[src/rtl/mimo_frame_collector.sv]
// Ping-pong deserialiser: collects a serial stream of complex words into an
// N_ROW x N_COL matrix H plus an N_ROW vector Y, and hands frames out via valid/ready.

module mfc_slot #(
  parameter int W = 48
) (
  input  logic         i_clk,
  input  logic         i_rst,
  input  logic         i_we,
  input  logic [W-1:0] i_d,
  output logic [W-1:0] o_q
);
  always_ff @(posedge i_clk or posedge i_rst) begin
    if (i_rst)     o_q <= '0;
    else if (i_we) o_q <= i_d;
  end
endmodule

module mimo_frame_collector #(
  parameter int N_ROW  = 4,
  parameter int N_COL  = 4,
  parameter int DATA_W = 48
) (
  input  logic                            i_clk,
  input  logic                            i_rst,
  input  logic                            i_input_valid,
  input  logic [DATA_W-1:0]               i_data,
  input  logic                            i_flush,
  output logic                            o_in_ready,
  output logic                            o_data_valid,
  input  logic                            i_data_ready,
  output logic [N_ROW*N_COL*DATA_W-1:0]   o_h,
  output logic [N_ROW*DATA_W-1:0]         o_y,
  output logic                            o_overflow
);
  localparam int CW = $clog2(N_COL + 1);
  localparam int RW = (N_ROW > 1) ? $clog2(N_ROW) : 1;

  logic [CW-1:0] col, col_d;
  logic [RW-1:0] row, row_d;
  logic          wr_sel, wr_d;
  logic          rd_sel, rd_d;
  logic [1:0]    full, full_d;
  logic          ovf_d;
  logic          accept, consume, last, y_slot;

  logic [1:0][N_ROW*N_COL-1:0][DATA_W-1:0] h_q;
  logic [1:0][N_ROW-1:0][DATA_W-1:0]       y_q;

  // With two banks, the write bank is only full when both are occupied.
  assign o_in_ready   = !full[wr_sel];
  assign o_data_valid = full[rd_sel];
  assign accept       = i_input_valid & o_in_ready & !i_flush;
  assign consume      = o_data_valid & i_data_ready;
  assign y_slot       = (col == CW'(N_COL));
  assign last         = y_slot && (row == RW'(N_ROW - 1));

  always_comb begin
    col_d  = col;
    row_d  = row;
    wr_d   = wr_sel;
    rd_d   = rd_sel;
    full_d = full;
    ovf_d  = o_overflow;
    if (i_flush) begin
      col_d = '0;
      row_d = '0;
    end else if (accept) begin
      if (y_slot) begin
        col_d = '0;
        if (last) begin
          row_d          = '0;
          full_d[wr_sel] = 1'b1;
          wr_d           = ~wr_sel;
        end else begin
          row_d = row + 1'b1;
        end
      end else begin
        col_d = col + 1'b1;
      end
    end else if (i_input_valid && !o_in_ready) begin
      ovf_d = 1'b1;
    end
    // Completion only targets a free bank, consume only a full one: never the same bank.
    if (consume) begin
      full_d[rd_sel] = 1'b0;
      rd_d           = ~rd_sel;
    end
  end

  always_ff @(posedge i_clk or posedge i_rst) begin
    if (i_rst) begin
      col        <= '0;
      row        <= '0;
      wr_sel     <= 1'b0;
      rd_sel     <= 1'b0;
      full       <= 2'b00;
      o_overflow <= 1'b0;
    end else begin
      col        <= col_d;
      row        <= row_d;
      wr_sel     <= wr_d;
      rd_sel     <= rd_d;
      full       <= full_d;
      o_overflow <= ovf_d;
    end
  end

  for (genvar b = 0; b < 2; b++) begin : g_bank
    for (genvar r = 0; r < N_ROW; r++) begin : g_row
      logic row_hit;
      assign row_hit = accept && (wr_sel == 1'(b)) && (row == RW'(r));
      for (genvar c = 0; c < N_COL; c++) begin : g_col
        mfc_slot #(.W(DATA_W)) u_h (
          .i_clk (i_clk),
          .i_rst (i_rst),
          .i_we  (row_hit && (col == CW'(c))),
          .i_d   (i_data),
          .o_q   (h_q[b][r*N_COL+c])
        );
      end
      mfc_slot #(.W(DATA_W)) u_y (
        .i_clk (i_clk),
        .i_rst (i_rst),
        .i_we  (row_hit && y_slot),
        .i_d   (i_data),
        .o_q   (y_q[b][r])
      );
    end
  end

  assign o_h = h_q[rd_sel];
  assign o_y = y_q[rd_sel];

endmodule

[config.mk]
export PLATFORM = sky130hd
export DESIGN_NAME = mimo_frame_collector
export DESIGN_NICKNAME = d
export VERILOG_FILES = /design/src/rtl/mimo_frame_collector.sv
export SDC_FILE = /design/constraint.sdc
export NUM_CORES = 2
export LEC_CHECK = 0
export BUFFER_PORTS_ARGS = -buffer_cell sky130_fd_sc_hd__buf_2
export CORE_UTILIZATION = 53
export CTS_CLUSTER_DIAMETER = 80
export CTS_CLUSTER_SIZE = 25
export DETAILED_ROUTE_END_ITERATION = 10
export GPL_TIMING_DRIVEN = 0
export PLACE_DENSITY_LB_ADDON = 0.05
export SKIP_CTS_REPAIR_TIMING = 1
export SLEW_MARGIN = 5
export SYNTH_ARGS = -nofsm -noshare
export SYNTH_HDL_FRONTEND = slang
export SYNTH_HIERARCHICAL = 1
export SYNTH_SLANG_ARGS = --single-unit
[constraint.sdc]
create_clock -name i_clk -period 2.1 [get_ports i_clk]
set_clock_uncertainty 0.1 [all_clocks]
set_input_delay 0.105 -clock i_clk [delete_from_list [all_inputs] [get_ports i_clk]]
set_output_delay 0.105 -clock i_clk [all_outputs]
set_load 0.05 [all_outputs]
==> impl_metrics.py <==
metrics = {
    "outcome": {
        "status": "complete, but fails checks",
        "violations": "negative hold slack, negative setup slack",
    },
    "timing": {
        "worst_pin_slew_ps": 1490,
        "fin_ws_ps": -570,
        "finalCritPeriodShare": 1.27,
        "max_slew_margin": 0.00760,
        "finalHoldViolations": 3,
        "hold_slack_ps": -39.8,
        "setup_viol": 2842,
        "slew_violations": 0,
        "finalCriticalPeriod_ps": 2670,
        "rsz0062_at_grt": "true",
        "fmax_mhz": 375,
    },
    "clock_tree": {
        "clkSlewWorstSetupHoldPaths_ps": 100,
        "clock_latency_ps": 770,
        "cts_buffers": 111,
        "htree_levels": 3,
        "clockRootBuffer": "clkbuf_16",
        "cts_tree": "done",
        "clockBufferDepth": 3,
        "cts.sinks": 1930,
    },
    "synthesis": {
        "ys_ff_latch": 1930,
        "syn_nets": 5326,
        "yosys.area_share.simple": 0.00363,
        "synth_top_area_share": 0.557,
        "syn_area_um2": 86800,
        "synth_edf_count": 0,
        "ys_warn_count": 6,
        "synth.area.top_cells": "dfrtp_1 (56%), mux2_2 (27%), mux2_4 (14%)",
        "synth_compound_area_frac": 0.00102,
        "postSynthCellCount": 5264,
        "async_flop_share": 1.00,
        "ys.flop_type": "dfrtp_1",
        "yosysMostFrequentCell": "mux2_2",
        "synth_xor_area_frac": 0,
        "yosysSeqAreaShare": 0.557,
        "post-synth-top-area-cell": "dfrtp_1",
        "synth_top_family_by_area": "multiplexers",
        "ys_top_cells_by_count": "mux2_2 (2,081), dfrtp_1 (1,930), mux2_4 (801)",
        "synth.distinct_cells": 25,
        "synth_area_per_cell_um2": 16.5,
        "synthMuxAreaShare": 0.409,
        "synthAdderAreaFrac": 0.00130,
    },
    "worst_setup_path": {
        "start_kind": "register",
        "critPathKind": "reg2out",
        "cp_data_required_time_ps": 1890,
        "cp_max_fo": 10,
        "r2r_cells": 7,
        "cpPeakStageDelay_ps": 410,
        "cp-endpoint": "o_h[287]",
        "crit_path_start": "rd_sel",
        "ff2ff_setup_slack_ps": -500,
        "critPathArrivalTime_ps": 2470,
        "crit_chain": "buf_12 > buf_8 > buf_6 > mux2_2 > clkbuf_4",
        "rr_endpoint": "g_bank[0].g_row[3].g_col[1].u_h/o_q[40]",
        "slowest_stage": "mux2_2",
        "cp-end-kind": "output port",
        "r2r-start": "wr_sel",
    },
    "layout": {
        "n_fill_cell": 12500,
        "areaGrowthSynthToFinish_pct": 16.5,
        "instances_no_fill": 8759,
        "seq_area_um2": 48300,
        "multiInputGateArea_um2": 36100,
        "nNetsFinal": 6554,
        "finalInstanceArea_um2": 101000,
        "drive_gt1_frac": 0.690,
    },
    "drt": {
        "wl_um": 287000,
        "first_pass_iters": 5,
        "antenna_left": 0,
        "remaining_drc_errors": 0,
        "first_iter_violations": 3604,
        "vias": 50900,
        "wl_per_cell_um": 32.8,
        "vias_per_cell": 5.82,
    },
    "power": {
        "powerDensity_nw_per_um2": 763,
        "p_leak_nw": 52.8,
        "power_mw": 77.1,
        "ir_worst_vdd_mv": 0.736,
    },
    "floorplan": {
        "initial_utilization": 0.534,
        "io_pins": 1016,
        "core_um2": 163000,
        "design.die.area_um2": 165000,
        "dieWidth_um": 407,
        "rows": 148,
        "dieHeight_um": 407,
    },
    "global_route": {
        "grt_pass1_wl_um": 403000,
        "grt_use_total": 0.343,
        "grt_max_degree": 42,
        "grt_pass1_vias": 52700,
        "antenna_found_initial": 16,
        "grt-ovfl-total": 0,
    },
    "place": {
        "dpl_cell_area_um2": 96000,
        "dp_hpwl_um": 197000,
        "pre_cts_ws_ps": -952,
        "gp_congestion": 0.820,
        "portBuffers": 1013,
        "dp_cells": 8515,
    },
    "hold_path": {
        "hp-class": "in2reg",
        "min_from": "i_flush",
    },
    "run": {
        "drv_cap": 0,
    },
}
## sequential cells by signal (all words and copies together), names as in the netlist
name,cells
row,2
g_bank.g_row.u_y/o_q,384
g_bank.g_row.g_col.u_h/o_q,1536
col,3
o_overflow,1
rd_sel,1
wr_sel,1
full,2
## cells in the final DEF (no fill, tap or decap), drive strengths merged, types with 4 or more instances in the layout
cell type / Yosys / routed
mux2: 2882 / 2882
dfrtp: 1930 / 1930
buf: 308 / 1356
clkbuf: 3 / 153
inv: 51 / 93
dlygate4sd3: 0 / 38
nor2: 33 / 33
clkinv: 0 / 23
nand2: 17 / 17
ha: 9 / 9
and3: 8 / 8
bufinv: 0 / 8
diode: 0 / 6
clkinvlp: 0 / 5
nand4: 4 / 4
o21ai: 4 / 4
a21oi: 4 / 4
## layer usage
layer  GRT usage  share of wire
met5           0              0
met1       0.465           0.42
met3      0.0935          0.082
met4       0.135          0.048
met2       0.523           0.45
## kinds of logic (layout without fill, tap and decap cells)
group                      after synthesis  after routing
AOI/OAI and AO/OA                       14             14
other                                    0              6
and+or+nand+nor                         67             67
DFF                                   1930           1930
adders and majority gates                9              9
buffers and inverters                  362           1676
muxes                                 2882           2882
## how the worst min path moves through the flow
stage	end	slack, ps	cells past startpoint
3_5_place_dp	rd_sel	250	2
3_3_place_gp	rd_sel	250	2
6_report	wr_sel	-40	5
4_1_cts	rd_sel	-580	2
5_1_grt	wr_sel	-40	5
2_1_floorplan	col[0]	-150	1
## cell type report
cell class / instances / share of cell area
Timing Repair Buffer: 1115 / 0.0690
Inverter: 51 / 0.00189
Sequential cell: 1930 / 0.478
Clock buffer: 121 / 0.0288
Tap cell: 2175 / 0.0269
Antenna cell: 6 / 0.000149
Clock inverter: 78 / 0.00937
Multi-Input combinational cell: 2972 / 0.357
Buffer: 311 / 0.0287
## where the power goes
part / total (mW) / switching, mW / internal, mW
sequential: 39.0 / 0.632 / 38.4
clock: 25.6 / 14.0 / 11.6
combinational: 12.5 / 9.05 / 3.42
total: 77.1 / 23.7 / 53.4
## stage by stage
step / setup TNS [ps] / utilization / hold slack (ps)
4_1_cts: -2097680 / 0.614 / -576
3_5_place_dp: -1231190 / 0.590 / 255
5_1_grt: -1244560 / 0.621 / -44.7
6_report: -971950 / 0.622 / -39.8
3_3_place_gp: -2907430 / 0.582 / 246
2_1_floorplan: 0 / - / -155
## critical path, delay by kind of cell, from the launching register on
family                 cells  cell delay (ps)
buffers and inverters      4              870
DFF                        1              400
muxes                      1              410
(Power assumes the default switching activity.)
